File: src/rtl/inst_fetch.sv
// Instruction fetch unit: owns the PC, fetches words over a req/ack handshake and
// hands them to the decoder, then steps the PC when the decoder consumes the word.
module inst_fetch #(
    parameter logic [31:0] RESET_PC = 32'h00000000,
    parameter logic [31:0] NOP_INST = 32'h00000013
) (
    input  logic        CLK,
    input  logic        RST_N,
    output logic [31:0] IMEM_ADR,
    output logic        IMEM_REQ,
    input  logic        IMEM_ACK,
    input  logic [31:0] IMEM_DATA,
    output logic [31:0] MEM_INST,
    output logic        INST_ENB,
    input  logic        PC_CLK,
    input  logic [2:0]  PC_MUX_SELECT,
    input  logic [31:0] IMM,
    input  logic [31:0] TARGET,
    output logic [31:0] PC_ADDR,
    output logic        MISALIGN
);

    localparam logic [1:0] ST_IDLE  = 2'd0;
    localparam logic [1:0] ST_REQ   = 2'd1;
    localparam logic [1:0] ST_VALID = 2'd2;
    localparam logic [1:0] ST_HALT  = 2'd3;

    logic [1:0]  state;
    logic [31:0] pc;
    logic [31:0] pc_plus4;
    logic [31:0] nxt_pc;
    logic        nxt_aligned;

    // Next-PC mux; bit0 of the jump target is dropped before the alignment test.
    always_comb begin
        pc_plus4 = pc + 32'd4;
        nxt_pc   = pc_plus4;
        case (PC_MUX_SELECT)
            3'd1:    nxt_pc = pc + IMM;
            3'd2:    nxt_pc = {TARGET[31:1], 1'b0};
            default: nxt_pc = pc_plus4;
        endcase
        nxt_aligned = (nxt_pc[1:0] == 2'b00);
    end

    always_ff @(posedge CLK or negedge RST_N) begin
        if (!RST_N) begin
            state    <= ST_IDLE;
            pc       <= RESET_PC;
            IMEM_REQ <= 1'b0;
            INST_ENB <= 1'b0;
            MEM_INST <= NOP_INST;
            MISALIGN <= 1'b0;
        end else begin
            case (state)
                ST_IDLE: begin
                    IMEM_REQ <= 1'b1;
                    state    <= ST_REQ;
                end
                ST_REQ: begin
                    if (IMEM_ACK) begin
                        MEM_INST <= IMEM_DATA;
                        IMEM_REQ <= 1'b0;
                        INST_ENB <= 1'b1;
                        state    <= ST_VALID;
                    end
                end
                ST_VALID: begin
                    if (PC_CLK) begin
                        INST_ENB <= 1'b0;
                        MEM_INST <= NOP_INST;
                        pc       <= nxt_pc;
                        if (nxt_aligned) begin
                            IMEM_REQ <= 1'b1;
                            state    <= ST_REQ;
                        end else begin
                            MISALIGN <= 1'b1;
                            state    <= ST_HALT;
                        end
                    end
                end
                default: begin
                    // Sticky fault; only reset leaves this state.
                    IMEM_REQ <= 1'b0;
                    INST_ENB <= 1'b0;
                    MISALIGN <= 1'b1;
                end
            endcase
        end
    end

    assign IMEM_ADR = pc;
    assign PC_ADDR  = pc;

endmodule

File: config.mk
export PLATFORM = sky130hd
export DESIGN_NAME = inst_fetch
export DESIGN_NICKNAME = d
export VERILOG_FILES = /design/src/rtl/inst_fetch.sv
export SDC_FILE = /design/constraint.sdc
export NUM_CORES = 1
export LEC_CHECK = 0
export ABC_AREA = 1
export CORE_ASPECT_RATIO = 2
export CORE_MARGIN = 5
export CORE_UTILIZATION = 49
export DETAILED_ROUTE_END_ITERATION = 8
export GPL_ROUTABILITY_DRIVEN = 0
export GPL_TIMING_DRIVEN = 0
export PLACE_DENSITY = 0.95
export SYNTH_ARGS = -nofsm -noshare
export SYNTH_HDL_FRONTEND = slang
export SYNTH_SLANG_ARGS = --single-unit
File: constraint.sdc
create_clock -name CLK -period 2.5 [get_ports CLK]
set_clock_uncertainty 0.05 [all_clocks]
set_input_delay 0.25 -clock CLK [delete_from_list [all_inputs] [get_ports CLK]]
set_output_delay 0.25 -clock CLK [all_outputs]
set_load 0.02 [all_outputs]
Word level (Yosys, flattened, before mapping) --
Index checks and enable logic that the tools add are counted.
Storage, ports and cells: bits in registers 69, word-level logic and storage cells 47, output and inout port bits 99
Cells by class: reductions and logical operators 11, bitwise gates (word level) 2, add/sub/neg operators 2, mux-type cells 18, equal/unequal tests 8
Operators by type and width (count):
- case mux 32 bit (2 select lines) | 2
- 2-to-1 mux 32 bit | 2
- adder 32 x 3 -> 32 bit, second input constant | 1
- adder 32 bit | 1
- AND reduction 3 bit | 5
- != test 2 bit, second input constant | 4
- 2-to-1 mux 1 bit | 7
- 2-to-1 mux 2 bit | 3
- case mux 1 bit (3 select lines) | 2
- case mux 2 bit (3 select lines) | 1
- zero test 2 bit | 2
- equality test 3 x 1 -> 1 bit, second input constant | 1
- equality test 3 x 2 -> 1 bit, second input constant | 1
- nonzero test 3 bit | 1
- equality test 2 x 1 -> 1 bit, second input constant | 1
- equality test 2 bit, second input constant | 1
- NOT 1 bit | 2
- case mux 1 bit (2 select lines) | 1
- AND reduction 2 bit | 1
- nonzero test 2 bit | 1
- OR reduction 2 bit | 1

Logic depth before layout (Yosys ltp) --
word-level depth 6, mapped depth 14, gate-level depth less buffers 14

Least setup slack after synthesis --
No wires, ideal clock.
path type register -> register, start register pc[0], in the netlist IMEM_ADR[0], end register pc[16], in the netlist IMEM_ADR[16], library setup time 77 ps, slack 454 ps, period minus slack after synthesis 2046 ps, arrival 1918 ps, data required time 2373 ps, buffers on the path 0, stages on the path, launching flop included 15, cells stage by stage dfrtp_1 > ha_1 > inv_1 > fa_1 > inv_1 > nand3_1 > nand3_1 > nand2_1 > nand2_1 > inv_1 > nor2_1 > nor2_1 > nand2_1 > nand3_1 > a21oi_1
On the way: longest elaborated chain between the ends 2, elaborated cells on any way between the ends 3, those cells by class add/sub (2); mux (1)
Ends and longest elaborated chain:
- from (decl) | line 29 | logic [31:0] pc;
- from (signal assigned) | line 72 | pc <= nxt_pc;
- adder 32 x 3 -> 32 bit or adder 32 bit (tied branches) | line 36, 39
- case mux 32 bit (2 select lines) (*) | line 38 | case (PC_MUX_SELECT)
Every way passes the cells marked *; elsewhere a longest branch is shown, timed or not. A chain may end at the register's enable or synchronous reset.

Worst setup path in the final report --
start register pc[9], in the netlist IMEM_ADR[9], end register pc[21], in the netlist IMEM_ADR[21]
Same word-level chain as after synthesis.

==> results.sh <==
export IMPL_outcome="finished, violations left"
export IMPL_violations="negative hold slack"
export IMPL_finalHoldViolations=23
export IMPL_crit_required_ps=2710
export IMPL_setup_violations_final=0
export IMPL_p_sw_w=0.00568
export IMPL_p_int_w=0.00560
export IMPL_h_tree_depth=3
export IMPL_drt_iter0_markers=603
export IMPL_grt_max_degree=70
export IMPL_nNetsFinal=1465
export IMPL_clkLatencyLatePin_ps=340
export IMPL_grt_pass1_wl_mm=39.4
export IMPL_slew_viol_final=0
export IMPL_clock_sinks=69
export IMPL_cts_buffer_depth=2
export IMPL_n_fill_cell=1057
export IMPL_synth_area_leader_cell="dfrtp_1"
export IMPL_min_period_over_period_pct=94.5
export IMPL_n_antenna_cell=0
export IMPL_clock_power_share_pct=12.3
export IMPL_seqPwrFrac_pct=22.9
export IMPL_share_comb_of_total_power_pct=64.7
export IMPL_gr_usage_all_layers_pct=31.3
export IMPL_cp_data_arrival_time_ps=2570
export IMPL_critPathKind="reg2reg"
export IMPL_wl_per_cell_um=17.3
export IMPL_drive_above_1_share_pct=7.00
export IMPL_num_vias=8122
export IMPL_syn_avg_cell_area_um2=6.02
export IMPL_cts_hold_buf=0
export IMPL_swShare_pct=50.3
export IMPL_yosysWarnings=0
export IMPL_fin_area_mm2=0.00925
export IMPL_slew_headroom_pct=39.7
export IMPL_fp_dieW_um=92.7
export IMPL_regArea_mm2=0.00173
export IMPL_syn_inst=1113
export IMPL_design_core_area_mm2=0.0134
export IMPL_syn_to_final_growth_pct=38.1
export IMPL_dieArea_mm2=0.0162
export IMPL_hpwl_mm=20.3
export IMPL_hold_class="in2async"
export IMPL_seq_area_frac_synth_pct=25.8
export IMPL_synth_cell_types=42
export IMPL_overflow=0
export IMPL_syn_nets=1254
export IMPL_drt_total_wl_mm=25.7
export IMPL_rows=60
export IMPL_clockRootBuffer="clkbuf_16"
export IMPL_rsz0062_at_grt="false"
export IMPL_start_util_pct=49.8
export IMPL_endpoint_kind="flip-flop"
export IMPL_io_buffer_count=200
export IMPL_worstSetupStartpointType="flip-flop"
export IMPL_drv_cap=0
export IMPL_cp_max_fo=7
export IMPL_clkTransAtPathRegs_ps=60
export IMPL_ys_seq_elements=69
export IMPL_netlist_area_mm2=0.00670
export IMPL_drc=0
export IMPL_antenna_found_initial=0
export IMPL_place_area_mm2=0.00889
export IMPL_whs_ps=-13.3
export IMPL_via_per_inst=5.47
export IMPL_grt_pass1_vias=8043
export IMPL_cts_tree="built"
export IMPL_p_leak_nw=4.66
export IMPL_period_needed_ps=2360
export IMPL_cts_buffers=9
export IMPL_worst_slew_pin_slew_ps=904
export IMPL_ios=202
export IMPL_synthTopCellsByArea="dfrtp_1 25%, nand2_1 20%, inv_1 11%, ha_1 6.9%, a21oi_1 6.5%"
export IMPL_multi_input_area_mm2=0.00394
export IMPL_synth_top_cell_area_share_pct=24.7
export IMPL_drt_first_pass_iters=7
export IMPL_power_total_w=0.0113
export IMPL_max_freq_mhz=423
export IMPL_die_y_um=175
export IMPL_post_cts_buffers=0
export IMPL_powerDensity_mw_per_mm2=1220
export IMPL_ant_nets=0
export IMPL_ir_worst_vdd_v=0.000982
-- cell families (layout without fill, tap and decap cells) --
family	Yosys count	in the layout	synth area share, %
xor+xnor	11	11	1.44
buf+inv	247	463	15.8
flops	69	69	25.8
fa+ha+maj	38	38	7.21
compound gates	154	154	12.3
mux	1	1	0.150
simple gates	593	593	37.2
-- sequential cells by signal, indices dropped and copies added (netlist names) --
signal    cells
INST_ENB      1
MISALIGN      1
IMEM_REQ      1
state         2
IMEM_ADR     32
MEM_INST     32
-- placed cells by master (no fill, tap or decap), types with 9 or more instances in the layout --
| cell | count |
|---|---|
| o21ai_0 | 48 |
| nand3_1 | 81 |
| nor2_1 | 108 |
| buf_4 | 34 |
| a21oi_1 | 85 |
| clkbuf_1 | 15 |
| dfrtp_1 | 66 |
| nand3b_1 | 10 |
| clkbuf_16 | 9 |
| inv_1 | 190 |
| clkdlybuf4s50_1 | 199 |
| ha_1 | 34 |
| nand2_1 | 351 |
-- path summary, 6_finish.rpt --
path | start | endpoint | slack (ps) | cells past startpoint
max | IMEM_ADR[9] | IMEM_ADR[21] | 140 | 10
min | RST_N | MEM_INST[19] | -10 | 1
max reg2reg | IMEM_ADR[9] | IMEM_ADR[21] | 140 | 10
min reg2reg | MISALIGN | MISALIGN | 450 | 1
max in group asynchronous | RST_N | IMEM_ADR[15] | 1820 | 1
min in group CLK | IMEM_DATA[1] | MEM_INST[1] | 420 | 3
-- metal layers --
layer  up-vias  global-route usage, %  routed length (um)
li1       3867                      -                   -
met1      3595                   28.7                8010
met2       479                   56.0               12900
met3       181                   7.67                2180
met4         0                   26.7                2660
met5         -                      0                   0
-- what timing repair did --
item	in CTS	in global routing
setup endpoints to repair	0	8
resized for setup	0	10
hold endpoints to repair	0	0
-- stage by stage --
step / std cells / TNS (ps) / setup slack [ps] / utilization, % / hold slack [ps]
floorplan: 1113 / 0 / 454 / - / -95.6
global placement: 1468 / -81390 / -1210 / 66.2 / 416
detailed placement: 1468 / -1190 / -228 / 66.1 / 380
CTS: 1484 / 0 / 59.1 / 68.6 / 18.2
global route: 1484 / 0 / 16.3 / 68.8 / 51.1
finish: 1484 / 0 / 136 / 68.8 / -13.3
-- power groups by stage --
| stage | sequential [W] | combinational, W | clock (W) |
|---|---|---|---|
| floorplan | 0.00280 | 0.00392 | 0 |
| global placement | 0.00252 | 0.00692 | 0 |
| detailed placement | 0.00253 | 0.00716 | 0 |
| CTS | 0.00253 | 0.00722 | 0.00140 |
| global route | 0.00263 | 0.00799 | 0.00144 |
| finish | 0.00258 | 0.00730 | 0.00139 |
-- Yosys cell counts --
library cell,instances
dfrtp_1,66
o21ai_0,49
or2_1,1
nor2_1,108
inv_2,2
or2_2,8
nor3_1,5
o31ai_1,1
xor2_1,7
a21oi_4,1
fa_1,1
a21oi_1,87
nand4_1,8
nand2b_1,1
xnor2_1,4
nand2_4,1
o22ai_1,1
o21bai_1,3
nor2_4,4
nand2_2,2
a21o_1,1
o221ai_1,1
and2_1,2
a31oi_1,2
nand3_1,84
nor2_2,6
ha_1,37
buf_4,33
nand2_1,351
o22a_1,1
buf_2,6
buf_1,1
nand3b_1,10
inv_1,190
mux2i_1,1
clkbuf_1,15
nor3b_1,1
a22oi_1,4
nand3_2,1
dfstp_2,3
o21a_1,2
a221oi_1,1
-- layout make-up --
type                       count  share of cell area (%)
clock buffer                   9                    2.44
multi-input combinational    797                    42.6
buffer                        55                    3.65
inverter                     192                    7.80
timing repair buffer         200                    21.6
sequential                    69                    18.7
tap                          155                    2.10
clock inverter                 7                    1.07
-- worst max-delay path, stage by stage (launching register included) --
cell and delay (ps):
dfrtp_1 530, ha_2 450, nand2_1 130, nor2_1 190
and2_1 150, nand2_1 50, nand2_1 130, nand2_1 90
nand3_1 70, nand3_1 200, a21oi_1 230
Power figures use the tool's default switching activity.
